==> src/rtl/mux_reg_scan.sv <==
// Registered N-to-1 channel selector: captures one channel per enabled cycle, picked either
// by an external select (direct mode) or by a round-robin pointer that skips masked channels.
module mux_reg_scan #(
  parameter int N_CH  = 4,
  parameter int WIDTH = 8,
  parameter int SEL_W = $clog2(N_CH)
) (
  input  logic                  clk,
  input  logic                  rst_b,
  input  logic [N_CH*WIDTH-1:0] din,
  input  logic [SEL_W-1:0]      sel,
  input  logic                  mode,
  input  logic [N_CH-1:0]       ch_en,
  input  logic                  en,
  output logic [WIDTH-1:0]      dout,
  output logic [SEL_W-1:0]      dout_ch,
  output logic                  dout_vld,
  output logic                  err
);

  localparam int               N_PAD   = 1 << SEL_W;
  localparam logic [SEL_W:0]   N_CH_L  = (SEL_W+1)'(N_CH);
  localparam logic [SEL_W-1:0] LAST_CH = SEL_W'(N_CH - 1);

  logic [WIDTH-1:0] r_dout;
  logic [SEL_W-1:0] r_dout_ch;
  logic             r_vld;
  logic             r_err;
  logic [SEL_W-1:0] r_ptr;

  // Channels padded to a power of two so any select value indexes safely.
  logic [WIDTH-1:0] w_ch_data [N_PAD];
  logic [N_PAD-1:0] w_en_pad;

  genvar gi;
  generate
    for (gi = 0; gi < N_PAD; gi++) begin : g_pad
      if (gi < N_CH) begin : g_real
        assign w_ch_data[gi] = din[gi*WIDTH +: WIDTH];
        assign w_en_pad[gi]  = ch_en[gi];
      end else begin : g_fill
        assign w_ch_data[gi] = '0;
        assign w_en_pad[gi]  = 1'b0;
      end
    end
  endgenerate

  logic w_sel_in_range;
  logic w_direct_ok;

  assign w_sel_in_range = ({1'b0, sel} < N_CH_L);
  assign w_direct_ok    = w_sel_in_range & w_en_pad[sel];

  logic [SEL_W:0]   w_cand;
  logic             w_found;
  logic [SEL_W-1:0] w_hit;
  logic [SEL_W-1:0] w_ptr_next;

  // Walk offsets from high to low so the smallest offset from r_ptr wins.
  always_comb begin
    w_cand  = '0;
    w_found = 1'b0;
    w_hit   = r_ptr;
    for (int i = N_CH - 1; i >= 0; i--) begin
      w_cand = {1'b0, r_ptr} + (SEL_W+1)'(i);
      if (w_cand >= N_CH_L) begin
        w_cand = w_cand - N_CH_L;
      end
      if (w_en_pad[w_cand[SEL_W-1:0]]) begin
        w_found = 1'b1;
        w_hit   = w_cand[SEL_W-1:0];
      end
    end
  end

  assign w_ptr_next = (w_hit == LAST_CH) ? '0 : w_hit + SEL_W'(1);

  always_ff @(posedge clk) begin
    if (!rst_b) begin
      r_dout    <= '0;
      r_dout_ch <= '0;
      r_vld     <= 1'b0;
      r_err     <= 1'b0;
      r_ptr     <= '0;
    end else begin
      r_vld <= 1'b0;
      r_err <= 1'b0;
      if (!mode) begin
        r_ptr <= '0;
      end
      if (en) begin
        if (!mode) begin
          if (!w_sel_in_range) begin
            r_dout    <= '0;
            r_dout_ch <= '0;
            r_err     <= 1'b1;
          end else if (w_direct_ok) begin
            r_dout    <= w_ch_data[sel];
            r_dout_ch <= sel;
            r_vld     <= 1'b1;
          end
        end else if (w_found) begin
          r_dout    <= w_ch_data[w_hit];
          r_dout_ch <= w_hit;
          r_vld     <= 1'b1;
          r_ptr     <= w_ptr_next;
        end
      end
    end
  end

  assign dout     = r_dout;
  assign dout_ch  = r_dout_ch;
  assign dout_vld = r_vld;
  assign err      = r_err;

endmodule

==> config.mk <==
export PLATFORM = sky130hd
export DESIGN_NAME = mux_reg_scan
export DESIGN_NICKNAME = d
export VERILOG_FILES = /design/src/rtl/mux_reg_scan.sv
export SDC_FILE = /design/constraint.sdc
export NUM_CORES = 1
export LEC_CHECK = 0
export CORE_MARGIN = 1
export CORE_UTILIZATION = 25
export CTS_CLUSTER_SIZE = 20
export DETAILED_ROUTE_END_ITERATION = 7
export SLEW_MARGIN = 20
export SYNTH_ARGS = -nofsm -noshare
export SYNTH_HDL_FRONTEND = slang
export SYNTH_SLANG_ARGS = --single-unit
==> constraint.sdc <==
create_clock -name clk -period 1.9 [get_ports clk]
set_input_delay 0.475 -clock clk [delete_from_list [all_inputs] [get_ports clk]]
set_output_delay 0.475 -clock clk [all_outputs]
set_load 0.02 [all_outputs]
# Yosys cells after proc, flatten, opt, wreduce, memory -nomap -nowiden
# Index checks and enable logic that the tools add are counted.
[totals] reg_bits=13 latch_bits=0 mem_bits_rw=0 mem_bits_ro=0 input_bits=42 output_inout_bits=12 wordCells=72 n_memories=0
[op_classes] add_sub_neg=8 n_mul=0 n_div=0 magnitude_cmp=11 eq_ne=2 shift=0 mux=42 bitwise=2 reduce_logical=3
[op_table] op="$mux 8" n=7
[op_table] op="$bmux 8 s2" n=2
[op_table] op="$mux 2" n=16
[op_table] op="$ge 3x3->1 const B" n=5
[op_table] op="$lt 2x3->1 const B" n=5
[op_table] op="$mux 1" n=12
[op_table] op="$bmux 1 s2" n=5
[op_table] op="$sub 2x1->2 const B" n=4
[op_table] op="$add 2x2->3 const B" n=2
[op_table] op="$not 2->3" n=2
[op_table] op="$add 2x1->3 const B" n=1
[op_table] op="$ge 2x3->1 const B" n=1
[op_table] op="$reduce_and 3->1" n=1
[op_table] op="$add 2x1->2 const B" n=1
[op_table] op="$eq 2x2->1 const B" n=1
[op_table] op="$ne 2x1->1 const B" n=1
[op_table] op="$reduce_and 2->1" n=1
[op_table] op="$reduce_bool 2->1" n=1

# Longest topological paths before layout
# Gate-level depths: netlist (run 1).
[depth] word_depth=15 ltp_mapped=8 mapped_depth_nobuf=6

# Worst setup path after synthesis (run 1)
# OpenSTA, ideal clock, no wires.
[synth_timing] kind="input to register" startpoint="input port sel[0]" endpoint="register r_dout[5] (netlist: dout[5])" setup_ns=0.115 arrival_time_ns=1.780 t_required_ns=1.785 setup_slack_ns=0.005 path_stages=6 n_path_buf=1 cell_sequence="buf_2 -> mux4_1 -> o21ai_0 -> nand2_1 -> o221a_2 -> o21a_1"
[synth_via] elab_chain_cells=6 word_cells_on_any_way=10 classes_between="7 x mux; 1 x bitwise; 2 x reduce/logical"
[synth_rtl] element="start, declared" line_no="11" rtl="input logic [SEL_W-1:0] sel,"
[synth_rtl] element="$not 2->3 (implied by the code)" line_no="98" rtl="r_dout <= w_ch_data[sel];"
[synth_rtl] element="$bmux 8 s2" line_no="98"
[synth_rtl] element="$mux 8 (implied by the code) (2 in series)" line_no="98"
[synth_rtl] element="$mux 8" line_no="97" rtl="end else if (w_direct_ok) begin"
[synth_rtl] element="$mux 8" line_no="92" rtl="if (!mode) begin"
[synth_rtl] element="end signal, assigned" line_no="98"
[synth_rtl] element="end signal, assigned" line_no="103" rtl="r_dout <= w_ch_data[w_hit];"
[synth_rtl] element="end, declared" line_no="25" rtl="logic [WIDTH-1:0] r_dout;"
# Parallel ways exist; a longest one is shown, timed or not. The select of a mux whose other input is x is not followed.
# A chain may end at the register's enable or synchronous reset.

# Worst setup path after layout (run 1)
[layout_timing] startpoint="input port ch_en[2]" endpoint="register r_dout[3] (netlist: dout[3])"
[layout_via] elab_chain_cells=12 word_cells_on_any_way=27 classes_between="1 x eq/ne; 23 x mux; 1 x bitwise; 2 x reduce/logical"
[layout_rtl] element="start, declared" line_no="13" rtl="input logic [N_CH-1:0] ch_en,"
[layout_rtl] element="$bmux 1 s2" line_no="69" rtl="if (w_en_pad[w_cand[SEL_W-1:0]]) begin"
[layout_rtl] element="$mux 1 (implied by the code)" line_no="69"
[layout_rtl] element="$mux 2 (4 in series)" line_no="69"
[layout_rtl] element="$not 2->3 (implied by the code)" line_no="103"
[layout_rtl] element="$bmux 8 s2" line_no="103"
[layout_rtl] element="$mux 8 (implied by the code) (2 in series)" line_no="103"
[layout_rtl] element="$mux 8" line_no="102" rtl="end else if (w_found) begin"
[layout_rtl] element="$mux 8" line_no="92"
# Parallel ways exist; a longest one is shown, timed or not. The select of a mux whose other input is x is not followed.

==> flow_metrics.py, run 1 <==
metrics = {
    "run_status": {
        "status": "finished, final reports clean",
    },
    "worst_setup_path": {
        "critical_path_buf_inv_count": 2,
        "critical_path_arrival_ns": 2.03,
        "cp_top_family": "simple AND/OR/NAND/NOR gates",
        "cp_data_required_time_ns": 2.09,
        "worst_setup_path_end_kind": "register",
        "critPathLaunchType": "input pin",
        "critical-path-max-stage-delay_ns": 0.48,
        "crit_type": "in2reg",
        "slowest_stage": "or4_4",
        "path_cells": "clkdlybuf4s15_1, nor3b_2, or4_4, o21a_4, buf_12, mux2i_1, o21a_1",
        "cp_max_fo": 5,
    },
    "clock_network": {
        "cts_tree": "done",
        "clk_pin_slew_ns": 0.06,
        "clock_path_buffers": 2,
        "clock_sinks": 13,
        "cts_made_buffers": 3,
        "ctsHtreeMaxLevel": 1,
        "cts_root_buffer": "clkbuf_8",
        "clk_latency_ns": 0.25,
    },
    "synth": {
        "syn_inst": 123,
        "yosysSeqAreaShare": 0.2059,
        "netlist_area_sq_mm": 0.001264,
        "ys_ff_latch": 13,
        "synth_nets": 165,
        "synth_warnings": 0,
        "yosysUniqueCellTypes": 30,
        "syn_avg_cell_area_sq_um": 10.27,
    },
    "sta": {
        "tns_ns": 0,
        "drv_slew": 0,
        "finalCritPeriodShare": 0.9666,
        "finClkSkew_ns": 0.005395,
        "finalSetupViolCount": 0,
        "fin_crit_ns": 1.836,
        "fmax_ghz": 0.5445,
        "hold_viol_final": 0,
    },
    "detailed_routing": {
        "first_iter_violations": 20,
        "vias": 1267,
        "vias_per_cell": 4.781,
        "drt-total-wl_microns": 3780,
        "drc": 0,
        "ant_nets": 0,
        "dr.pass1.iters": 4,
        "wl_per_cell_microns": 14.26,
    },
    "pwr": {
        "p_leak_nw": 0.8850,
        "totalPowerFinal_mw": 1.063,
        "pwr_density_cell_mw_per_mm2": 508.5,
        "vdd_ir_drop_max_mv": 0.1809,
    },
    "final_layout": {
        "fill_cells": 485,
        "insertedDiodeCount": 0,
        "area_growth_pct": 65.45,
        "multi_input_area_sq_um": 933.4,
        "mostFrequentLayoutCells": "clkdlybuf4s50_1, mux2i_1, buf_4",
        "drive_gt1_frac": 0.2778,
        "layout_commonest_cell": "clkdlybuf4s50_1",
        "nets": 241,
        "regArea_sq_um": 260.3,
    },
    "flow_run": {
        "max_cap_viol_count": 0,
    },
    "placement": {
        "portBuffers": 52,
        "dp_hpwl_microns": 2914,
        "gp_congestion": 0.7984,
    },
    "floorplanning": {
        "dieArea_sq_mm": 0.005343,
        "core-area_sq_mm": 0.004786,
        "die_w_microns": 73.10,
        "start_util": 0.2641,
        "die_height_microns": 73.10,
        "rows": 25,
        "ios": 54,
    },
    "grt": {
        "grt_max_degree": 18,
        "grt_pass1_vias": 1297,
        "antenna_found_initial": 0,
        "grt_overflow": 0,
        "track_usage": 0.1502,
        "grt_pass1_wl_microns": 6044,
    },
    "worst_hold_path": {
        "hold_path_class": "reg2reg",
    },
}
==> power breakdown <==
group,switching (mW),internal (mW)
combinational,0.211,0.294
clock,0.103,0.148
sequential,0.0130,0.295
==> final cells by class <==
cell class | instances | share of cell area
Tap cell | 67 | 0.04010
Multi-Input combinational cell | 100 | 0.4464
Clock buffer | 4 | 0.02154
Inverter | 2 | 0.003591
Timing Repair Buffer | 79 | 0.3639
Sequential cell | 13 | 0.1245
==> kinds of logic after synthesis <==
logic type             Yosys count  share of synthesized area
AND/OR/NAND/NOR                 27                     0.1188
multiplexers                    34                     0.3822
AO/OA/AOI/OAI                   35                     0.2188
XOR/XNOR                         1                   0.006932
buffers and inverters           12                    0.06436
other                            1                   0.002967
flip-flops                      13                     0.2059
==> final timing paths <==
check,startpoint,to,slack [ns],cells after the start
max,ch_en[2],dout[3],0.06,7
min,dout_ch[0],dout_ch[0],0.51,1
max reg2reg,r_ptr[1],dout[3],0.10,6
min reg2reg,dout_ch[0],dout_ch[0],0.51,1
==> state kept, by name (all words and copies together), names as in the netlist <==
name,flops
r_ptr,2
dout_vld,1
dout,8
dout_ch,2
==> synth_stat cells, drive strengths merged <==
cell    count  area share
o21a        9       0.053
buf         8       0.052
o211ai      1      0.0059
clkbuf      2      0.0059
inv         2      0.0059
mux2i      25        0.20
nor2b       2      0.0099
o21ai      11       0.044
nor3b       2       0.012
o221a       8       0.071
nand4b      1      0.0069
nand2      14       0.053
nor2        4       0.012
a211oi      1      0.0059
nor3        1      0.0040
and2        1      0.0059
conb        1      0.0030
xnor2       1      0.0069
a21boi      1       0.015
dfxtp      13        0.21
or4         2       0.015
a21oi       2      0.0079
o211a       2       0.016
mux4        9        0.18
==> stage by stage <==
step / std cells / hold slack [ns] / area (sq um) / utilization / setup WS [ns]
2_1_floorplan: 123 / 0.4777 / 1264 / - / 0.005351
3_3_place_gp: 256 / 0.4879 / 1999 / 0.4178 / -0.4985
3_5_place_dp: 256 / 0.4912 / 1999 / 0.4178 / -0.5111
4_1_cts: 263 / 0.5092 / 2043 / 0.4269 / -0.001012
5_1_grt: 265 / 0.5303 / 2091 / 0.4369 / -0.01323
6_report: 265 / 0.5079 / 2091 / 0.4369 / 0.06352
==> per-layer routing <==
layer | vias to the layer above | track usage | routed length [microns]
li1 | 629 | - | -
met1 | 586 | 0.1837 | 1732
met2 | 47 | 0.2582 | 1773
met3 | 5 | 0.02072 | 202
met4 | 0 | 0.07190 | 72
met5 | - | 0 | 0
==> repair_timing <==
action                     CTS  global route
hold endpoints to repair     0             0
setup endpoints to repair   13            10
hold buffers                 0             0
buffers inserted             1             1
pin swaps                    5             3
gates resized for setup     23            12
cloned                       2             1
(Power assumes the default switching activity.)
==> inputs of run 2 (changes only) <==
--- a/config.mk
+++ b/config.mk
@@ -7,8 +7,8 @@
 export LEC_CHECK = 0
 export CORE_MARGIN = 1
 export CORE_UTILIZATION = 25
-export CTS_CLUSTER_SIZE = 20
 export DETAILED_ROUTE_END_ITERATION = 7
+export RECOVER_POWER = 50
 export SLEW_MARGIN = 20
 export SYNTH_ARGS = -nofsm -noshare
 export SYNTH_HDL_FRONTEND = slang
==> run 2 against run 1 <==
Design area unchanged. Hold slack got worse by 0.0092 ns. Register-to-register slack about the same. Setup slack about the same. Global-route usage unchanged. Via count about the same. Flip-flop and latch count unchanged. Clock-buffer cell count unchanged. Clock power about the same. Highest routed layer unchanged. Wire length decreased by 0.19%. Critical path type unchanged. Utilization unchanged.
==> flow_metrics.py, run 2 (synthesis results as in run 1) <==
metrics = {
    "worst_hold_path": {
        "hold_depth": 1,
        "hold_path_class": "reg2reg",
        "min_from": "dout_ch[0]",
        "worstHoldEndpoint": "dout_ch[0]",
    },
    "placement": {
        "dp_hpwl_microns": 2914,
        "dp_cells": 256,
        "portBuffers": 52,
        "gp_congestion": 0.7984,
        "post_dp_cell_area_sq_mm": 0.001999,
        "dp_slack_ns": -0.5111,
    },
    "clock_network": {
        "clock_sinks": 13,
        "cts_made_buffers": 3,
        "clk_latency_ns": 0.25,
        "clk_pin_slew_ns": 0.06,
        "cts_root_buffer": "clkbuf_8",
        "cts_tree": "done",
        "clock_path_buffers": 2,
        "cts_hold_buf": 0,
        "ctsHtreeMaxLevel": 1,
    },
    "floorplanning": {
        "rows": 25,
        "die_height_microns": 73.10,
        "die_w_microns": 73.10,
        "ios": 54,
        "dieArea_sq_mm": 0.005343,
        "start_util": 0.2641,
        "core-area_sq_mm": 0.004786,
    },
    "grt": {
        "grt_overflow": 0,
        "track_usage": 0.1502,
        "grt_use_met2": 0.2582,
        "top_usage_layer": "met2",
        "gr-usage-met3": 0.02072,
        "grtUsageMet1": 0.1837,
        "grt_max_degree": 18,
        "antenna_found_initial": 0,
        "grt_pass1_vias": 1297,
        "grt_pass1_wl_microns": 6044,
    },
    "final_layout": {
        "finalInstanceArea_sq_mm": 0.002091,
        "fill_cells": 485,
        "largest_reg_flops": 8,
        "final_util": 0.4369,
        "mostFrequentLayoutCells": "clkdlybuf4s50_1, mux2i_1, buf_4",
        "insertedDiodeCount": 0,
        "multi_input_area_sq_um": 933.4,
        "drive_gt1_frac": 0.2778,
        "layout_commonest_cell": "clkdlybuf4s50_1",
        "regArea_sq_um": 260.3,
        "nets": 241,
        "stdcell_count": 265,
        "area_growth_pct": 65.45,
    },
    "sta": {
        "fmax_ghz": 0.5445,
        "drv_slew": 0,
        "finalSetupViolCount": 0,
        "hold_viol_final": 0,
        "finClkSkew_ns": 0.005337,
        "finalCritPeriodShare": 0.9666,
        "hold_ws_ns": 0.4986,
        "tns_ns": 0,
        "fin_ws_ns": 0.06355,
        "fin_crit_ns": 1.836,
    },
    "detailed_routing": {
        "dr.pass1.iters": 4,
        "vias_per_cell": 4.785,
        "first_iter_violations": 22,
        "wl_per_cell_microns": 14.24,
        "ant_nets": 0,
        "drc": 0,
        "vias": 1268,
        "drt-total-wl_microns": 3773,
    },
    "run_status": {
        "status": "finished, final reports clean",
    },
    "pwr": {
        "power_frac_comb": 0.472,
        "pwr_density_cell_mw_per_mm2": 505.0,
        "p_leak_nw": 0.9106,
        "switching_share": 0.3079,
        "totalPowerFinal_mw": 1.056,
        "vdd_ir_drop_max_mv": 0.1805,
        "p_clk_frac": 0.237,
        "p_seq_frac": 0.291,
        "p_switching_mw": 0.3250,
        "p_int_mw": 0.7307,
    },
    "worst_setup_path": {
        "r2r_start": "r_ptr[1]",
        "reg2reg_to": "dout[3]",
        "cp_max_fo": 5,
        "critPathLaunchType": "input pin",
        "r2r_slack_ns": 0.10,
        "critical_path_arrival_ns": 2.03,
        "reg2regPathDepth": 6,
        "worst_setup_path_end_kind": "register",
        "worstSetupStartpoint": "ch_en[2]",
        "crit_type": "in2reg",
        "cp_data_required_time_ns": 2.09,
    },
    "flow_run": {
        "max_cap_viol_count": 0,
    },
}
run 2: critical path, cell delays in order:
cell and delay [ns]:
clkdlybuf4s15_1 0.20, nor3b_2 0.17, or4_4 0.48, o21a_4 0.16
buf_12 0.14, mux2i_1 0.25, o21a_1 0.15
run 2: repair_timing:
| item | CTS | global route |
|---|---|---|
| pin swaps | 5 | 3 |
| setup buffers | 1 | 1 |
| setup endpoints to repair | 13 | 10 |
| cloned | 2 | 1 |
| gates resized for setup | 23 | 12 |
run 2: cell type report:
type / instances / share of cell area
Inverter: 2 / 0.003591
Tap cell: 67 / 0.04010
Clock buffer: 4 / 0.02154
Sequential cell: 13 / 0.1245
Timing Repair Buffer: 79 / 0.3639
Multi-Input combinational cell: 100 / 0.4464
run 2: how the worst max path moves through the flow:
stage | endpoint | cells after the start | slack [ns]
after CTS | dout[3] | 7 | -0.001
after detailed placement | dout[2] | 6 | -0.51
after global placement | dout[7] | 6 | -0.50
after global routing | r_ptr[1] | 8 | -0.01
after floorplan | dout[5] | 6 | 0.005
final | dout[3] | 7 | 0.06
run 2: power by group through the flow:
stage                     clock [mW]  sequential, mW  combinational [mW]
after detailed placement           0           0.314               0.465
after global placement             0           0.314               0.454
after global routing           0.276           0.310               0.533
final                          0.251           0.307               0.498
after CTS                      0.258           0.308               0.481
after floorplan                    0           0.335               0.223
run 2: routing by layer:
| layer | vias to the layer above | part of all wire |
|---|---|---|
| met5 | - | 0 |
| met4 | 0 | 0.019 |
| met3 | 5 | 0.055 |
| met2 | 49 | 0.47 |
| met1 | 585 | 0.46 |
| li1 | 629 | - |
==> inputs of run 3 (changes only) <==
--- a/config.mk
+++ b/config.mk
@@ -5,6 +5,7 @@
 export SDC_FILE = /design/constraint.sdc
 export NUM_CORES = 1
 export LEC_CHECK = 0
+export ABC_CLOCK_PERIOD_IN_PS = 1900
 export CORE_MARGIN = 1
 export CORE_UTILIZATION = 25
 export DETAILED_ROUTE_END_ITERATION = 7
==> constraint.sdc (replaced) <==
create_clock -name clk -period 1.9 [get_ports clk]
set_input_delay 0.475 -clock clk [delete_from_list [all_inputs] [get_ports clk]]
set_output_delay 0.475 -clock clk [all_outputs]
set_load 0.05 [all_outputs]
==> run 3 against run 2 <==
Hold slack barely moved. Global-route usage rose by 0.32 points. Non-clock buffer count did not move. Sequential power barely moved. Design area fell by 1.9%. Utilization fell by 0.84 points. Wire length rose by 2.7%. Die area did not move. Sequential share of layout area rose by 0.24 points.
==> flow_metrics.py, run 3 (synthesis results as in run 1) <==
metrics = {
    "flow_run": {
        "max_cap_viol_count": 0,
    },
    "sta": {
        "finalCritPeriodShare": 0.9902,
        "relSlewSlack": 0.5955,
        "rsz0062_at_grt": "yes",
        "hold_viol_final": 0,
        "finClkSkew_ns": 0.006277,
        "tightestPinTransition_ns": 0.6094,
        "finalSetupViolCount": 0,
        "fin_crit_ns": 1.881,
        "fmax_ghz": 0.5315,
        "drv_slew": 0,
        "tns_ns": 0,
    },
    "worst_setup_path": {
        "reg2reg_to": "dout[3]",
        "cp-endpoint": "dout[3]",
        "crit_type": "in2reg",
        "cp_max_fo": 5,
        "r2r_slack_ns": 0.05,
        "worst_setup_path_end_kind": "register",
        "cp_data_required_time_ns": 2.04,
        "r2r_start": "r_ptr[1]",
        "critPathLaunchType": "input pin",
        "worstSetupStartpoint": "ch_en[2]",
        "reg2regPathDepth": 6,
        "critical_path_arrival_ns": 2.02,
    },
    "placement": {
        "dp_hpwl_microns": 2956,
        "portBuffers": 52,
        "dp_cells": 256,
        "gp_congestion": 0.7994,
    },
    "detailed_routing": {
        "first_iter_violations": 20,
        "wl_per_cell_microns": 14.62,
        "vias_per_cell": 4.906,
        "drt-total-wl_microns": 3875,
        "ant_nets": 0,
        "dr.pass1.iters": 4,
        "drc": 0,
        "vias": 1300,
    },
    "clock_network": {
        "ctsHtreeMaxLevel": 1,
        "cts_root_buffer": "clkbuf_8",
        "cts_tree": "done",
        "clock_sinks": 13,
        "cts_hold_buf": 0,
        "cts_made_buffers": 3,
        "clock_path_buffers": 2,
        "clk_latency_ns": 0.25,
        "clk_pin_slew_ns": 0.06,
    },
    "floorplanning": {
        "ios": 54,
        "dieArea_sq_mm": 0.005343,
        "die_w_microns": 73.10,
        "start_util": 0.2641,
        "rows": 25,
        "core-area_sq_mm": 0.004786,
        "die_height_microns": 73.10,
    },
    "pwr": {
        "pwr_density_cell_mw_per_mm2": 535.2,
        "vdd_ir_drop_max_mv": 0.2109,
        "p_leak_nw": 0.8893,
    },
    "grt": {
        "grtUsageMet1": 0.2008,
        "track_usage": 0.1535,
        "grt_max_degree": 18,
        "antenna_found_initial": 0,
        "grt_use_met2": 0.2541,
        "top_usage_layer": "met2",
        "grt_pass1_wl_microns": 6251,
        "grt_pass1_vias": 1294,
        "gr-usage-met3": 0.01105,
        "grt_overflow": 0,
    },
    "final_layout": {
        "largest_reg_flops": 8,
        "stdcell_count": 265,
        "insertedDiodeCount": 0,
        "area_growth_pct": 62.28,
        "final_util": 0.4285,
        "drive_gt1_frac": 0.3131,
        "nets": 241,
        "mostFrequentLayoutCells": "clkdlybuf4s50_1, mux2i_1, buf_4",
        "layout_commonest_cell": "clkdlybuf4s50_1",
    },
    "run_status": {
        "status": "finished, final reports clean",
    },
    "worst_hold_path": {
        "hold_path_class": "reg2reg",
    },
}
[run 3: per-layer routing]
metal,wire [microns],part of all wire
met1,1821,0.47
met2,1780,0.46
met3,186,0.048
met4,87,0.022
met5,0,0
[run 3: cell type report]
cell class              instances  area (sq um)
multi-input cells             100         955.9
inverters                       2         7.507
repair buffers                 79         696.9
clock inverters                 1         5.005
fillers                       473          2735
flip-flops and latches         13         260.3
clock buffers                   3         41.29
well taps                      67         83.83
[run 3: timing repair]
action,4_1_cts,5_1_grt
hold endpoints to repair,0,0
endpoints found under the setup margin,13,9
pin swaps,9,4
gates cloned,3,0
buffers inserted,2,0
resized for setup,29,12
[run 3: where the power goes]
| group | switching [mW] | internal, mW |
|---|---|---|
| Sequential | 0.0136 | 0.295 |
| Combinational | 0.263 | 0.276 |
| Clock | 0.105 | 0.145 |
| Total | 0.382 | 0.716 |
[run 3: worst min-delay path by stage]
stage,from,to,slack (ns),cells after the start
after global routing,dout_ch[1],dout_ch[1],0.54,1
after CTS,dout_ch[1],dout_ch[1],0.51,1
after floorplan,r_ptr[0],r_ptr[0],0.48,2
after global placement,dout_ch[0],dout_ch[0],0.49,1
after detailed placement,dout_ch[0],dout_ch[0],0.49,1
final,dout_ch[0],dout_ch[0],0.50,1
[run 3: worst max-delay path, stage by stage]
cell,delay (ns)
dlygate4sd2_1,0.26
nor2b_1,0.15
or4_4,0.48
o21a_4,0.17
buf_12,0.15
mux2i_2,0.16
o21a_1,0.18
[run 3: metrics by stage]
step           power (mW)  cell area (sq um)  hold slack (ns)  setup slack (ns)
2_1_floorplan      0.6043               1264           0.4777          0.005351
3_3_place_gp       0.8079               1972           0.4903           -0.4998
3_5_place_dp       0.8179               1972           0.4946           -0.5422
4_1_cts             1.115               2085           0.5086         -0.003931
5_1_grt             1.157               2051           0.5365         -0.007210
6_report            1.098               2051           0.4986           0.01863
